### src/rtl/dii_package.sv
// Debug interconnect flit type shared by all DII stream producers and consumers.
package dii_package;

  typedef struct packed {
    logic        valid;
    logic        last;
    logic [15:0] data;
  } dii_flit;

endpackage

### src/rtl/osd_dii_out_arbiter_pkg.sv
// Shared constants, state encoding and grant encoding for the DII output arbiter.
package osd_dii_arb_package;

  localparam int MAX_EVT = 8;
  localparam logic [3:0] ARB_SRC_REG = 4'd0;

  typedef enum logic {
    ARB_IDLE,
    ARB_LOCKED
  } arb_state_t;

  // Event source k is reported on grant_src as k+1; 0 is the register-access stream.
  function automatic logic [3:0] evt_grant(input int k);
    return 4'(k + 1);
  endfunction

endpackage

### src/rtl/osd_dii_out_arbiter_picker.sv
// Combinational rotating-priority one-hot picker: req[ptr] is highest priority,
// then increasing indices with wrap-around. ptr must be below WIDTH.
module osd_rr_picker #(
  parameter int WIDTH = 2,
  parameter int PTR_W = 1
) (
  input  logic [WIDTH-1:0] req,
  input  logic [PTR_W-1:0] ptr,
  output logic [WIDTH-1:0] gnt
);

  logic [WIDTH-1:0] rot_req;
  logic [WIDTH-1:0] rot_gnt;

  // Rotate so the pointer slot sits at bit 0, isolate the lowest set bit, rotate back.
  assign rot_req = WIDTH'({req, req} >> ptr);
  assign rot_gnt = rot_req & (~rot_req + WIDTH'(1));
  assign gnt     = WIDTH'(({rot_gnt, rot_gnt} << ptr) >> WIDTH);

endmodule

### src/rtl/osd_dii_out_arbiter.sv
// Packet-granular arbiter sharing one DII output between register responses and
// NUM_EVT event sources. Define OSD_DII_ARB_FAIR_REG_EN to put reg_in in the rotation.
module osd_dii_out_arbiter
  import dii_package::*;
  import osd_dii_arb_package::*;
#(
  parameter int NUM_EVT = 2
) (
  input  logic                    clk,
  input  logic                    rst,
  input  dii_flit                 reg_in,
  output logic                    reg_in_ready,
  input  dii_flit [NUM_EVT-1:0]   evt_in,
  output logic    [NUM_EVT-1:0]   evt_in_ready,
  output dii_flit                 debug_out,
  input  logic                    debug_out_ready,
  output logic    [3:0]           grant_src,
  output logic                    locked
);

`ifdef OSD_DII_ARB_FAIR_REG_EN
  localparam int SLOTS = NUM_EVT + 1;
`else
  localparam int SLOTS = NUM_EVT;
`endif
  localparam int PTR_W = (SLOTS > 1) ? $clog2(SLOTS) : 1;

  arb_state_t       state_q, state_d;
  logic [3:0]       lock_src_q, lock_src_d;
  logic [3:0]       grant_q, grant_d;
  logic [PTR_W-1:0] rr_ptr_q, rr_ptr_d;
  logic             gap_q, gap_d;

  logic [NUM_EVT-1:0] evt_vld;
  logic [SLOTS-1:0]   slot_req;
  logic [SLOTS-1:0]   slot_gnt;
  logic [3:0]         win_src;
  logic [3:0]         sel_src;
  dii_flit            sel_flit;
  logic               any_req;
  logic               own_act;
  logic               out_vld;
  logic               xfer;

  for (genvar k = 0; k < NUM_EVT; k++) begin : g_vld
    assign evt_vld[k] = evt_in[k].valid;
  end

`ifdef OSD_DII_ARB_FAIR_REG_EN
  assign slot_req = {reg_in.valid, evt_vld};
`else
  assign slot_req = evt_vld;
`endif
  assign any_req = reg_in.valid | (|evt_vld);

  osd_rr_picker #(
    .WIDTH (SLOTS),
    .PTR_W (PTR_W)
  ) u_picker (
    .req (slot_req),
    .ptr (rr_ptr_q),
    .gnt (slot_gnt)
  );

  // The reg slot (fair build) and strict reg priority (default build) both map to ARB_SRC_REG.
  always_comb begin
    win_src = ARB_SRC_REG;
    for (int k = 0; k < NUM_EVT; k++) begin
      if (slot_gnt[k]) win_src = evt_grant(k);
    end
`ifndef OSD_DII_ARB_FAIR_REG_EN
    if (reg_in.valid) win_src = ARB_SRC_REG;
`endif
  end

  assign sel_src = (state_q == ARB_LOCKED) ? lock_src_q : win_src;

  always_comb begin
    sel_flit = reg_in;
    for (int k = 0; k < NUM_EVT; k++) begin
      if (sel_src == evt_grant(k)) sel_flit = evt_in[k];
    end
  end

  // A packet finishing in LOCKED leaves one idle cycle (gap_q) before the next arbitration.
  assign own_act = ~rst & ((state_q == ARB_LOCKED) | (any_req & ~gap_q));
  assign out_vld = own_act & sel_flit.valid;
  assign xfer    = out_vld & debug_out_ready;

  // State register
  always_ff @(posedge clk) begin
    if (rst) begin
      state_q    <= ARB_IDLE;
      lock_src_q <= ARB_SRC_REG;
      grant_q    <= ARB_SRC_REG;
      rr_ptr_q   <= '0;
      gap_q      <= 1'b0;
    end else begin
      state_q    <= state_d;
      lock_src_q <= lock_src_d;
      grant_q    <= grant_d;
      rr_ptr_q   <= rr_ptr_d;
      gap_q      <= gap_d;
    end
  end

  // Next-state logic
  always_comb begin
    state_d    = state_q;
    lock_src_d = lock_src_q;
    grant_d    = grant_q;
    rr_ptr_d   = rr_ptr_q;
    gap_d      = 1'b0;
    if (xfer) begin
      grant_d = sel_src;
      if (sel_flit.last) begin
        state_d = ARB_IDLE;
        gap_d   = (state_q == ARB_LOCKED);
`ifdef OSD_DII_ARB_FAIR_REG_EN
        rr_ptr_d = (sel_src == ARB_SRC_REG) ? '0 : PTR_W'(sel_src);
`else
        if (sel_src != ARB_SRC_REG) rr_ptr_d = PTR_W'(int'(sel_src) % NUM_EVT);
`endif
      end else begin
        state_d    = ARB_LOCKED;
        lock_src_d = sel_src;
      end
    end
  end

  // Output logic
  always_comb begin
    debug_out    = out_vld ? sel_flit : '0;
    reg_in_ready = own_act & debug_out_ready & (sel_src == ARB_SRC_REG);
    evt_in_ready = '0;
    for (int k = 0; k < NUM_EVT; k++) begin
      evt_in_ready[k] = own_act & debug_out_ready & (sel_src == evt_grant(k));
    end
    grant_src = rst ? ARB_SRC_REG : (own_act ? sel_src : grant_q);
    locked    = (state_q == ARB_LOCKED);
  end

endmodule

### config.mk
export PLATFORM = sky130hd
export DESIGN_NAME = osd_dii_out_arbiter
export DESIGN_NICKNAME = d
export VERILOG_FILES = /design/src/rtl/dii_package.sv /design/src/rtl/osd_dii_out_arbiter_pkg.sv /design/src/rtl/osd_dii_out_arbiter_picker.sv /design/src/rtl/osd_dii_out_arbiter.sv
export SDC_FILE = /design/constraint.sdc
export NUM_CORES = 1
export LEC_CHECK = 0
export BUFFER_PORTS_ARGS = -buffer_cell sky130_fd_sc_hd__buf_2
export CAP_MARGIN = 0
export CORE_UTILIZATION = 42
export CTS_BUF_LIST = sky130_fd_sc_hd__clkbuf_2
export CTS_CLUSTER_DIAMETER = 120
export CTS_CLUSTER_SIZE = 14
export DETAILED_ROUTE_END_ITERATION = 12
export PLACE_DENSITY = 0.92
export SYNTH_ARGS = -nofsm -noshare
export SYNTH_HDL_FRONTEND = slang
export SYNTH_SLANG_ARGS = --single-unit
### constraint.sdc
create_clock -name clk -period 2.7 [get_ports clk]
set_clock_uncertainty 0.15 [all_clocks]
set_input_delay 0 -clock clk [delete_from_list [all_inputs] [get_ports clk]]
set_output_delay 0 -clock clk [all_outputs]
set_load 0.01 [all_outputs]
Word level (Yosys, flattened, before mapping)
Cells that the tools add are included.
{"block": "totals", "reg_bits": 11, "in_bits": 57, "output_inout_bits": 26}
{"block": "classes", "addsub": 1, "n_eq_ne": 2, "n_shift": 2, "muxes": 10, "bitwise": 16, "reduce_logical": 6}
{"op": "$mux W18", "n": 3}
{"op": "$mux W4", "n": 3}
{"op": "$and A1 B1 Y1", "n": 8}
{"op": "$eq A4 B1 Y1 const B", "n": 1}
{"op": "$eq A4 B2 Y1 const B", "n": 1}
{"op": "$logic_not A4 Y1", "n": 1}
{"op": "$mux W2", "n": 2}
{"op": "$not A1 Y1", "n": 4}
{"op": "$reduce_bool A4 Y1", "n": 1}
{"op": "$shl A4 B1 Y4", "n": 1}
{"op": "$shr A4 B1 Y2", "n": 1}
{"op": "$reduce_and A3 Y1", "n": 1}
{"op": "$reduce_or A3 Y1", "n": 1}
{"op": "$add A2 B1 Y2 const B", "n": 1}
{"op": "$and A2 B2 Y2", "n": 1}
{"op": "$mux W1", "n": 2}
{"op": "$not A2 Y2", "n": 1}
{"op": "$or A1 B1 Y1", "n": 2}
{"op": "$reduce_and A2 Y1", "n": 1}
{"op": "$reduce_or A2 Y1", "n": 1}

Logic depth before layout (Yosys ltp)
{"block": "depth", "depth_word": 16, "depth_mapped": 8}

By module
Synthesis repeated with hierarchy kept, for this count alone.
{"block": "unflattened", "hier_cells": 160, "hier_area_um2": 1157.4}
{"module": "osd_dii_out_arbiter", "n_inst": 1, "cells_each": 157, "area_per_inst_um2": 1138.6, "seq_area_each_um2": 220.2}
{"module": "osd_rr_picker", "n_inst": 1, "cells_each": 3, "area_per_inst_um2": 18.8, "seq_area_each_um2": 0.0}

Worst setup path after synthesis
No wires, ideal clock.
{"block": "synth_timing", "path_type": "register -> register", "start": "register state_q (netlist: locked)", "end": "register grant_q[3]", "t_arrival_ns": 1.964, "required_time_ns": 2.485, "path_slack_ns": 0.521, "path_stages_with_launch": 9, "n_path_buf": 2, "synth_period_minus_slack_ns": 2.179, "path_cell_list": "dfxtp_1 > buf_6 > nor2_2 > a311o_2 > nor3b_2 > nor4_4 > buf_6 > mux2_2 > nor2_1"}
{"block": "synth_between", "elab_chain_len": 6, "elab_cells_between_ends": 9, "cone_classes": "2 x eq/ne; 3 x mux; 4 x bitwise"}
{"element": "from (decl)", "line_no": "osd_dii_out_arbiter.sv:28", "text": "arb_state_t state_q, state_d;"}
{"element": "from (signal assigned)", "line_no": "osd_dii_out_arbiter.sv:99", "text": "state_q <= state_d;"}
{"element": "$mux W4", "line_no": "osd_dii_out_arbiter.sv:76", "text": "assign sel_src = (state_q == ARB_LOCKED) ? lock_src_q : win_src;"}
{"element": "$eq A4 B1 Y1", "line_no": "osd_dii_out_arbiter.sv:81", "text": "if (sel_src == evt_grant(k)) sel_flit = evt_in[k];"}
{"element": "$mux W18 (2 in a row)", "line_no": "osd_dii_out_arbiter.sv:81"}
{"element": "$and A1 B1 Y1", "line_no": "osd_dii_out_arbiter.sv:87", "text": "assign out_vld = own_act & sel_flit.valid;"}
{"element": "$and A1 B1 Y1", "line_no": "osd_dii_out_arbiter.sv:88", "text": "assign xfer = out_vld & debug_out_ready;"}
{"element": "to (signal assigned)", "line_no": "osd_dii_out_arbiter.sv:101", "text": "grant_q <= grant_d;"}
{"element": "to (decl)", "line_no": "osd_dii_out_arbiter.sv:30", "text": "logic [3:0] grant_q, grant_d;"}
Several ways; a longest one is shown, not always the timed one.
A chain may end at the register's enable or synchronous reset.

==> results.yml <==
routing:
  vias: 1426
  finalWirelength_um: 3570
  drcViolationCount: 0
  antenna_left: 0
  wl_per_cell_um: 13.7
  drt_iter0_drc: 33
  viasPerCell: 5.46
  drt_first_pass_iters: 4
clock_network:
  cts_sinks: 11
  cts-root-buf: "clkbuf_2"
  clock_latency_ns: 0.28
  clkTransAtPathRegs_ns: 0.13
  numCtsBuffers: 3
  cts_tree: "done"
  cts_max_level: 1
  cts_buffer_depth: 2
cells_and_area:
  num-fill-cells: 250
  stdcell_count: 261
  multi_input_area_um2: 850
  antenna_cells: 0
  final_util: 0.647
  final_common_cell: "buf_2"
  final_cell_mix: "buf_2 (82), nor2_1 (27), mux2i_1 (19)"
  nNetsFinal: 289
  area_delta_synth_final_pct: 41.8
  ff_latch_area_um2: 220
  drive_above_1_share: 0.459
power_and_ir_drop:
  leakage_nw: 0.808
  seqPwrFrac: 0.343
  switching_power_w: 0.000190
  power.share.combinational: 0.470
  power_density_nw_per_um2: 306
  peakVddDrop_uv: 303
  internal-power_w: 0.000310
  power_frac_clock: 0.187
  swShare: 0.379
timing:
  period_minus_slack_ns: 2.60
  tightest_slew_ns: 0.744
  final_hold_viol_count: 0
  drv_slew: 0
  setup_viol: 0
  period_share: 0.963
  tns_ns: 0
  finalWorstSetupSlack_ns: 0.101
  maxClockFrequency_ghz: 0.385
  slew_headroom: 0.500
  hold-worst-slack_ns: 0.166
floorplan:
  num_rows: 18
  die_x_um: 54.4
  initial_utilization: 0.456
  die_area_um2: 2950
  io_pins: 83
  die_y_um: 54.4
  coreArea_um2: 2520
job:
  maxCapViolCount: 0
logic_synthesis:
  synth-seq-cells: 11
  synthTopCellsByArea: "dfxtp_1 (19%), mux2i_1 (17%), a211oi_1 (12%)"
  synth_top_area_frac: 0.191
  synth_nets: 205
  synth_edf_count: 0
  yosysUniqueCellTypes: 40
  synthCells: 148
  ys_seq_area_frac: 0.191
  yosysWarnings: 0
  synth_ff_type: "dfxtp_1"
  yosysTopAreaCell: "dfxtp_1"
  synthesis.area_um2: 1150
  synthArstFlopShare: 0
  syn_avg_cell_area_um2: 7.78
global_route:
  overflow: 0
  grt_usage: 0.223
  first_global_vias: 1050
  grt_max_degree: 34
  grt_antenna_before_repair: 0
  grt_pass1_wl_um: 4820
setup_path:
  cp_data_arrival_time_ns: 2.45
  cp-end-kind: "output pin"
  crit_type: "reg -> out"
  worstPathRequired_ns: 2.55
  critical_path.max_fanout: 18
  critPathLaunchType: "flop"
  worstRegToRegCells: 8
placement:
  hpwlAfterDp_um: 2740
  dp.cells: 254
  portBuffers: 82
  place_congestion: 0.942
  dp_slack_ns: 0.374
worst_hold_path:
  holdPathStages: 5
  hp-class: "in -> reg"
outcome:
  status: "finished clean"
-- timing repair --
action | CTS | global route
gates resized for setup | 0 | 1
setup buffers | 0 | 2
setup endpoints to repair | 0 | 16
hold endpoints to repair | 6 | 0
hold buffers | 1 | 0
-- power by group through the flow --
stage | clock network, W | logic (W) | registers (W)
floorplan | 0 | 0.000139 | 0.000173
global placement | 0 | 0.000214 | 0.000174
detailed placement | 0 | 0.000219 | 0.000175
CTS | 0.0000954 | 0.000221 | 0.000171
global route | 0.000103 | 0.000258 | 0.000172
finish | 0.0000934 | 0.000235 | 0.000171
-- layout make-up --
type                       instances  area share
timing repair buffer              88       0.296
tap                               30      0.0230
multi-input combinational        122       0.520
clock buffer                       3     0.00920
clock inverter                     1     0.00307
sequential                        11       0.135
inverter                           6      0.0138
-- cells in the mapped netlist, types with 2 or more instances --
master     n
nor2_1    27
and2_1     3
o21ai_0    5
a211oi_1  18
a21oi_1    3
clkbuf_1   5
o211a_1    2
inv_1      6
nand2_1    8
dfxtp_1   11
nor3_1     6
buf_6      4
nand2_2    2
nand2b_1   2
a21boi_0   3
mux2i_1   19
-- critical path, cell delays in order, from the launching register on --
cell	delay, ns
dfxtp_1	0.39
buf_4	0.20
or2_1	0.24
o21ai_0	0.27
nor3b_1	0.15
nor3_1	0.28
nand2_2	0.11
buf_12	0.17
a211oi_1	0.18
buf_2	0.18
-- stage by stage --
stage	total power, W	cell area [µm²]
6_report	0.000500	1630
5_1_grt	0.000534	1630
4_1_cts	0.000488	1590
3_5_place_dp	0.000394	1560
3_3_place_gp	0.000389	1560
2_1_floorplan	0.000312	1150
-- registers in the layout, indices dropped and copies added, names as in the netlist --
| name | cells |
|---|---|
| locked | 1 |
| grant_q | 4 |
| lock_src_q | 4 |
| gap_q | 1 |
| rr_ptr_q | 1 |
-- routing by layer --
metal,vias up,GRT usage,share of wire
met5,-,0,0
met4,0,0.0812,0.014
met3,7,0.0139,0.055
met2,54,0.370,0.54
met1,654,0.300,0.39
li1,711,-,-
-- final timing paths --
kind / startpoint / to / slack (ns)
setup / recovery: locked / debug_out[8] / 0.10
setup reg to reg: locked / grant_q[3] / 0.35
hold reg to reg: grant_q[0] / grant_q[0] / 0.33
hold / removal: reg_in[16] / rr_ptr_q / 0.17
-- cell families (layout without fill, tap and decap cells) --
| family | count (synthesis) | count (layout) | synth area share |
|---|---|---|---|
| buf+inv | 15 | 98 | 0.0750 |
| simple gates | 57 | 57 | 0.260 |
| flops | 11 | 11 | 0.191 |
| mux | 21 | 21 | 0.185 |
| compound gates | 44 | 44 | 0.289 |
Power figures use the tool's default switching activity.
